[src/rtl/avalon_reg_fifo.sv]
// avalon_reg_fifo: register-mapped FIFO peripheral behind the Avalon register adapter.
// Slot map: 0 DATA, 1 STATUS, 2 CONTROL, 3 THRESHOLD.
// Optional feature macro: AVALON_REG_FIFO_IRQ_EN adds the THRESHOLD register,
// the IRQ_PEND status bit and the irq output.
module avalon_reg_fifo #(
  parameter  int BUSWIDTH = 32,
  parameter  int DEPTH    = 16,
  localparam int CW       = $clog2(DEPTH + 1)
) (
  input  logic                     clk,
  input  logic                     reset_n,
  input  logic [3:0]               reg_write_en,
  input  logic [3:0]               reg_read_en,
  input  logic [BUSWIDTH-1:0]      reg_data_in,
  output logic [3:0][BUSWIDTH-1:0] reg_data_out
`ifdef AVALON_REG_FIFO_IRQ_EN
  ,
  output logic                     irq
`endif
);

  localparam int AW = $clog2(DEPTH);

  logic [BUSWIDTH-1:0] r_mem [DEPTH];
  logic [AW-1:0]       r_wr_ptr;
  logic [AW-1:0]       r_rd_ptr;
  logic [CW-1:0]       r_count;
  logic [BUSWIDTH-1:0] r_rd_hold;
  logic                r_ovf;
  logic                r_udf;
  logic                r_drop_oldest;

  logic                w_empty;
  logic                w_full;
  logic                w_clear;
  logic                w_push_req;
  logic                w_pop_req;
  logic                w_pop_ok;
  logic                w_push_ok;
  logic                w_ovf_set;
  logic                w_udf_set;
  logic                w_overwrite;
  logic                w_inc;
  logic                w_dec;
  logic                w_irq_pend;
  logic [BUSWIDTH-1:0] w_status;
  logic [BUSWIDTH-1:0] w_thr_rd;
  logic                w_unused;

  assign w_empty = (r_count == CW'(0));
  assign w_full  = (r_count == CW'(DEPTH));

  // CLEAR beats any same-cycle DATA access: the access is silently dropped.
  assign w_clear    = reg_write_en[2] & reg_data_in[0];
  assign w_push_req = reg_write_en[0] & ~w_clear;
  assign w_pop_req  = reg_read_en[0] & ~w_clear;

  // A pop on empty is an underflow; a push on full is only an overflow when
  // no pop frees a slot in the same cycle.
  assign w_pop_ok    = w_pop_req & ~w_empty;
  assign w_udf_set   = w_pop_req & w_empty;
  assign w_ovf_set   = w_push_req & w_full & ~w_pop_ok;
  assign w_overwrite = w_ovf_set & r_drop_oldest;
  assign w_push_ok   = w_push_req & (~w_full | w_pop_ok | r_drop_oldest);

  // An overwrite pushes and advances the head at once, so occupancy holds.
  assign w_inc = w_push_ok & ~w_pop_ok & ~w_overwrite;
  assign w_dec = w_pop_ok & ~w_push_ok;

  // Strobes of slots that have no side effect on read, kept out of the lint report.
  assign w_unused = &{1'b0, reg_read_en[3:1], reg_write_en[3]};

  // FIFO storage: plain array with no reset so it maps onto block RAM.
  always_ff @(posedge clk) begin
    if (w_push_ok) begin
      r_mem[r_wr_ptr] <= reg_data_in;
    end
  end

  // Pointers, occupancy, read holding register, sticky flags and control bits.
  always_ff @(posedge clk or negedge reset_n) begin
    if (!reset_n) begin
      r_wr_ptr      <= '0;
      r_rd_ptr      <= '0;
      r_count       <= '0;
      r_rd_hold     <= '0;
      r_ovf         <= 1'b0;
      r_udf         <= 1'b0;
      r_drop_oldest <= 1'b0;
    end else begin
      if (w_clear) begin
        r_wr_ptr <= '0;
        r_rd_ptr <= '0;
        r_count  <= '0;
      end else begin
        if (w_push_ok) begin
          r_wr_ptr <= r_wr_ptr + AW'(1);
        end
        if (w_pop_ok || w_overwrite) begin
          r_rd_ptr <= r_rd_ptr + AW'(1);
        end
        if (w_inc) begin
          r_count <= r_count + CW'(1);
        end else if (w_dec) begin
          r_count <= r_count - CW'(1);
        end
      end
      if (w_pop_ok) begin
        r_rd_hold <= r_mem[r_rd_ptr];
      end
      // A new event in the same cycle as its write-1-to-clear keeps the flag set.
      r_ovf <= (r_ovf & ~(reg_write_en[1] & reg_data_in[2])) | w_ovf_set;
      r_udf <= (r_udf & ~(reg_write_en[1] & reg_data_in[3])) | w_udf_set;
      if (reg_write_en[2]) begin
        r_drop_oldest <= reg_data_in[1];
      end
    end
  end

`ifdef AVALON_REG_FIFO_IRQ_EN
  logic [CW-1:0] r_threshold;
  logic          r_irq_pend;

  // Threshold register and the registered level-interrupt condition.
  always_ff @(posedge clk or negedge reset_n) begin
    if (!reset_n) begin
      r_threshold <= '0;
      r_irq_pend  <= 1'b0;
    end else begin
      if (reg_write_en[3]) begin
        r_threshold <= reg_data_in[CW-1:0];
      end
      r_irq_pend <= (r_threshold != CW'(0)) && (r_count >= r_threshold);
    end
  end

  assign w_irq_pend = r_irq_pend;
  assign irq        = r_irq_pend;
  assign w_thr_rd   = BUSWIDTH'(r_threshold);
`else
  assign w_irq_pend = 1'b0;
  assign w_thr_rd   = '0;
`endif

  // Read words are assembled purely from registered state.
  always_comb begin
    w_status         = '0;
    w_status[0]      = w_empty;
    w_status[1]      = w_full;
    w_status[2]      = r_ovf;
    w_status[3]      = r_udf;
    w_status[4]      = w_irq_pend;
    w_status[8 +: CW] = r_count;

    reg_data_out       = '0;
    reg_data_out[0]    = r_rd_hold;
    reg_data_out[1]    = w_status;
    reg_data_out[2][1] = r_drop_oldest;
    reg_data_out[3]    = w_thr_rd;
  end

endmodule
[config.mk]
export PLATFORM = sky130hd
export DESIGN_NAME = avalon_reg_fifo
export DESIGN_NICKNAME = d
export VERILOG_FILES = /design/src/rtl/avalon_reg_fifo.sv
export SDC_FILE = /design/constraint.sdc
export NUM_CORES = 1
export LEC_CHECK = 0
export ABC_AREA = 1
export CAP_MARGIN = 10
export CELL_PAD_IN_SITES_DETAIL_PLACEMENT = 0
export CELL_PAD_IN_SITES_GLOBAL_PLACEMENT = 2
export CORE_MARGIN = 1.5
export CORE_UTILIZATION = 37
export DETAILED_ROUTE_END_ITERATION = 16
export PLACE_DENSITY = 0.74
export SYNTH_ARGS = -nofsm -noshare
export SYNTH_HDL_FRONTEND = slang
export SYNTH_SLANG_ARGS = --single-unit
[constraint.sdc]
create_clock -name clk -period 2.97 [get_ports clk]
set_clock_uncertainty 0.2 [all_clocks]
set_input_delay 0.594 -clock clk [delete_from_list [all_inputs] [get_ports clk]]
set_output_delay 0.594 -clock clk [all_outputs]
set_load 0.05 [all_outputs]
==> results.cfg, run 1 <==
[run_status]
status = finished clean

[sta]
slew_viol_final = 0
timing.fmax_mhz = 352
worstMarginPinSlew_ns = 0.856
hold_viol = 0
rsz0062_at_grt = false
layout_setup_ws_ns = 0.133
finalCritPeriodShare_pct = 95.5
holdWs_ns = 0.277
slew_headroom_pct = 43.0
setup_viol = 0
period_minus_slack_ns = 2.84
setup-tns-final_ns = 0

[flow_run]
drv_cap = 0

[placement]
dp.cells = 2649
gp_routability_congestion = 0.757
numPortBuffers = 79
place_ws_ns = -0.151
hpwlAfterDp_um = 32100
place_area_mm2 = 0.0250

[die]
rows = 90
ios = 170
core_region_area_mm2 = 0.0607
start_util_pct = 37.6
fp.dieH_um = 251
die_area_mm2 = 0.0632
die_x_um = 251

[global_route]
antenna_found_initial = 2
grt_max_degree = 99
grt_pass1_vias = 13700
grt_pass1_wl_um = 85700
overflow = 0
grt_usage_pct = 18.0

[logic_synthesis]
synthFlopType = edfxtp_1
synth_cell_types = 31
synth_seq_cells = 560
synth_edf_count = 512
ys_seq_area_share_pct = 72.6
netlist_top_cells_area = edfxtp_1 67%, nand2_1 6.0%, dfrtp_1 5.3%
yosysWarnings = 0
syn_area_mm2 = 0.0228
synthCells = 1810
syn-mean-instance-area_um2 = 12.6
synth_area_leader_cell = edfxtp_1
synthArstFlopShare_pct = 8.57
yosys.area.top_type_share_pct = 67.3

[finish]
fill_cells = 5472
nNetsFinal = 1980
drive_above_1_share_pct = 9.76
fin_util_pct = 44.3
area_delta_synth_final_pct = 17.8
fin_cells = 2760
design_area_mm2 = 0.0269

[detailed_routing]
wirelength_um = 56700
drt_first_pass_iters = 5
drt-vias-per-instance = 5.01
drc_errors = 0
wl_per_cell_um = 20.6
postRouteAntennaNets = 0
vias = 13800
drt_iter0_drc = 928

[setup_path]
endpoint_kind = output port
startpoint_type = flop
worst-setup-path-type = reg -> out
crit_start = r_count[1]$_DFFE_PN0P_
r2r-end = r_count[4]$_DFFE_PN0P_
reg2reg_slack_ns = 0.43
rr_worst_depth = 15
timing.rr.start = r_count[1]$_DFFE_PN0P_
worstPathArrival_ns = 2.04
cp_max_fo = 5
required_ns = 2.18
cp-endpoint = reg_data_out[33]

[pwr]
finalPower_mw = 23.6
p_leak_nw = 9.63
power_density_mw_per_mm2 = 876
ir_worst_vdd_uv = 659

[clocking]
numCtsBuffers = 58
cts.sinks = 560
tritoncts = done
clk_pin_slew_ns = 0.06
clock_tree.root_cell = clkbuf_16
clk_latency_ns = 0.62
h-tree-depth = 2
clockBufferDepth = 3

[min_path]
holdCritPathClass = reg -> reg
area by class of cell:
type / instances / area [um2] / area share (%)
diodes: 1 / 2.50 / 0.00930
clock buffers: 79 / 1550 / 5.77
clock inverters: 30 / 383 / 1.42
inverters: 17 / 68.8 / 0.256
multi-input cells: 1132 / 5480 / 20.4
flip-flops and latches: 560 / 16600 / 61.6
well taps: 782 / 978 / 3.64
repair buffers: 159 / 1860 / 6.92
cells in the final DEF, fill, tap and decap left out, types with 9 or more instances in the layout:
cell type and instances:
a21oi_1 68, buf_12 38, buf_4 41, clkbuf_1 20, clkbuf_16 59, clkdlybuf4s50_1 76
clkinv_1 10, conb_1 86, dfrtp_1 46, edfxtp_1 512, ha_1 9, inv_1 12
mux2i_1 64, nand2_1 360, nand3_1 44, nor2_1 199, nor2_4 17, o21ai_0 167
o21ai_1 38, o22ai_1 64
logic make-up after synthesis:
kind of cell,synth area share (%)
and+or+nand+nor,10.7
DFF,72.6
AOI/OAI and AO/OA,7.85
buffers and inverters,5.37
muxes,2.81
adders and majority gates,0.581
xor gates and xnor gates,0.0767
other,0.0164
synth_stat cells, types with 2 or more instances:
cell / count
inv_2: 3
inv_1: 13
o22ai_1: 64
dfrtp_1: 48
buf_2: 21
mux2i_1: 64
clkbuf_1: 48
a21oi_1: 68
nand3_1: 44
buf_4: 106
edfxtp_1: 512
buf_1: 5
xnor2_1: 2
o21ai_0: 167
nand2_1: 362
nor2_1: 215
ha_1: 9
o21ai_1: 38
nand2_2: 5
buf_6: 5
timing repair:
item	4_1_cts	5_1_grt
endpoints found under the setup margin	2	1
resized for setup	2	1
pin swaps	0	0
buffers inserted	0	0
hold endpoints to repair	48	0
hold buffers	1	0
worst min-delay path by stage:
stage	endpoint	depth (start not counted)	startpoint
3_3_place_gp	r_rd_hold[15]$_DFFE_PN0P_	2	r_rd_hold[15]$_DFFE_PN0P_
4_1_cts	r_rd_hold[6]$_DFFE_PN0P_	2	r_rd_hold[6]$_DFFE_PN0P_
5_1_grt	r_rd_hold[4]$_DFFE_PN0P_	2	r_rd_hold[4]$_DFFE_PN0P_
6_report	r_rd_hold[29]$_DFFE_PN0P_	2	r_rd_hold[29]$_DFFE_PN0P_
2_1_floorplan	r_count[0]$_DFFE_PN0P_	0	reset_n
3_5_place_dp	r_rd_hold[3]$_DFFE_PN0P_	2	r_rd_hold[3]$_DFFE_PN0P_
worst max-delay path, stage by stage, from the launching register on:
cell	delay, ns
dfrtp_1	0.46
nor2_1	0.21
nand2_1	0.12
nor2_4	0.12
dlygate4sd2_1	0.54
flip-flops by register name, indices dropped and copies added, names as in the netlist:
name	flops
r_count	5
r_mem	512
r_wr_ptr	4
r_rd_ptr	4
r_udf	1
r_ovf	1
r_drop_oldest	1
r_rd_hold	32
routing by layer:
metal,routed length [um],track usage (%),vias to the layer above
li1,-,-,6514
met1,25500,24.5,6906
met2,27700,30.2,340
met3,2430,2.89,75
met4,1130,4.60,0
met5,0,0,-
power breakdown:
part / internal (mW) / switching, mW / leakage, nW
Sequential: 9.18 / 0.348 / 5.22
Clock: 4.36 / 3.01 / 0.932
Combinational: 2.10 / 4.59 / 3.48
No activity file was read; power rests on OpenSTA's default activity.
==> run 2, diff against run 1 <==
--- a/config.mk
+++ b/config.mk
@@ -12,7 +12,7 @@
 export CORE_MARGIN = 1.5
 export CORE_UTILIZATION = 37
 export DETAILED_ROUTE_END_ITERATION = 16
-export PLACE_DENSITY = 0.74
+export PLACE_DENSITY = 0.87
 export SYNTH_ARGS = -nofsm -noshare
 export SYNTH_HDL_FRONTEND = slang
 export SYNTH_SLANG_ARGS = --single-unit
==> results.cfg, run 2 (same netlist as run 1, synthesis figures left out) <==
[finish]
nNetsFinal = 1974
drive_above_1_share_pct = 9.60
final_common_cell = edfxtp_1
reg_top3 = r_mem (512), r_rd_hold (32), r_count (5)
fill_cells = 5470
area_delta_synth_final_pct = 16.4
largest_reg_flops = 512
largest_register = r_mem
layout_common_cells = 512 x edfxtp_1, 360 x nand2_1, 199 x nor2_1, 167 x o21ai_0, 86 x conb_1

[clocking]
cts.sinks = 560
clk_latency_ns = 0.60
clockBufferDepth = 3
clock_tree.root_cell = clkbuf_16
numCtsBuffers = 56
postCtsSetupRepairBufs = 0
clk_pin_slew_ns = 0.06
h-tree-depth = 2
tritoncts = done

[min_path]
hold_path_depth = 2
hp-start = r_rd_hold[31]$_DFFE_PN0P_
whs_endpoint = r_rd_hold[31]$_DFFE_PN0P_
holdCritPathClass = reg -> reg

[sta]
rsz0062_at_grt = false
timing.fmax_mhz = 356
period_minus_slack_ns = 2.81
setup_viol = 0
slew_headroom_pct = 43.2
holdWs_ns = 0.283
worstMarginPinSlew_ns = 0.852
slew_viol_final = 0
finalCritPeriodShare_pct = 94.7
hold_viol = 0

[setup_path]
endpoint_kind = output port
r2r-end = r_count[4]$_DFFE_PN0P_
required_ns = 2.18
timing.rr.start = r_count[1]$_DFFE_PN0P_
cp_max_fo = 5
crit_family = buffers and inverters
startpoint_type = flop
worst-setup-path-type = reg -> out
worstPathArrival_ns = 2.02
max_stage_delay_ns = 0.52
rr_worst_depth = 15
path_buf_inv = 2
reg2reg_slack_ns = 0.44
cp_cell_sequence = nor2_1 -> nand3_1 -> inv_1 -> dlygate4sd2_1
crit_slowest_cell = dlygate4sd2_1

[detailed_routing]
wl_per_cell_um = 19.8
drt-vias-per-instance = 5.05
postRouteAntennaNets = 0
vias = 13900
drt_iter0_drc = 1190
drc_errors = 0
drt_first_pass_iters = 5
wirelength_um = 54600

[die]
ios = 170
fp.dieH_um = 251
die_x_um = 251
core_region_area_mm2 = 0.0607
rows = 90
start_util_pct = 37.6
die_area_mm2 = 0.0632

[global_route]
overflow = 0
grt_usage_pct = 17.2
antenna_found_initial = 0
grt_pass1_wl_um = 82200
grt_pass1_vias = 13700
grt_max_degree = 120

[placement]
numPortBuffers = 79
hpwlAfterDp_um = 30800
gp_routability_congestion = 0.732

[flow_run]
drv_cap = 0

[run_status]
status = finished clean

[pwr]
finalPower_mw = 22.8
ir_worst_vdd_uv = 589
power_density_mw_per_mm2 = 856
p_leak_nw = 9.51
run 2: report_power, final:
group	leakage (nW)	switching [mW]	internal (mW)	total [mW]
sequential	5.22	0.315	9.18	9.49
combinational	3.44	4.56	2.02	6.58
clock	0.850	2.91	3.77	6.68
run 2: worst max-delay path by stage:
| stage | startpoint | endpoint | slack [ns] | cells past startpoint |
|---|---|---|---|---|
| after detailed placement | reg_data_in[0] | r_count[4]$_DFFE_PN0P_ | -0.15 | 18 |
| after CTS | r_count[1]$_DFFE_PN0P_ | reg_data_out[32] | 0.11 | 4 |
| final | r_count[1]$_DFFE_PN0P_ | reg_data_out[32] | 0.16 | 4 |
| after global placement | reg_data_in[0] | r_count[4]$_DFFE_PN0P_ | -0.19 | 18 |
| after global routing | r_count[1]$_DFFE_PN0P_ | reg_data_out[32] | 0.02 | 4 |
| after floorplan | r_count[1]$_DFFE_PN0P_ | r_mem[11][0]$_DFFE_PP_ | -0.42 | 8 |
run 2: final cells by class:
cell class | count | area, um2 | area share [%]
diodes | 1 | 2.50 | 0.00941
clock buffers | 78 | 1530 | 5.74
clock inverters | 27 | 206 | 0.777
inverters | 17 | 66.3 | 0.249
multi-input cells | 1132 | 5480 | 20.6
flip-flops and latches | 560 | 16600 | 62.4
well taps | 782 | 978 | 3.68
repair buffers | 155 | 1740 | 6.56
run 2: routing by layer:
metal | vias up | part of all wire, % | GRT usage, %
li1 | 6498 | - | -
met1 | 6923 | 42 | 22.2
met2 | 396 | 50 | 29.7
met3 | 86 | 5.1 | 2.79
met4 | 0 | 2.5 | 5.11
met5 | - | 0 | 0
run 2: per-stage QoR:
stage                     cell area [um2]  cells  setup TNS (ns)  utilization [%]  setup slack, ns
final                               26600   2752               0             43.8            0.158
after global routing                26600   2751               0             43.8           0.0234
after CTS                           26600   2751               0             43.8            0.115
after detailed placement            24800   2645           -6.96             40.9           -0.154
after global placement              24800   2645           -4.27             40.9           -0.186
after floorplan                     23200   1895         -172.82                -           -0.417
run 2: tightest hold or removal path: cells and delay by family (launching register included):
family        cells  cell delay [ns]
flops             1             0.34
simple gates      2             0.11
run 2: timing repair:
| item | CTS | global route |
|---|---|---|
| hold endpoints to repair | 16 | 0 |
| gates resized for setup | 2 | 0 |
| setup endpoints to repair | 2 | 0 |
| hold buffers | 1 | 0 |
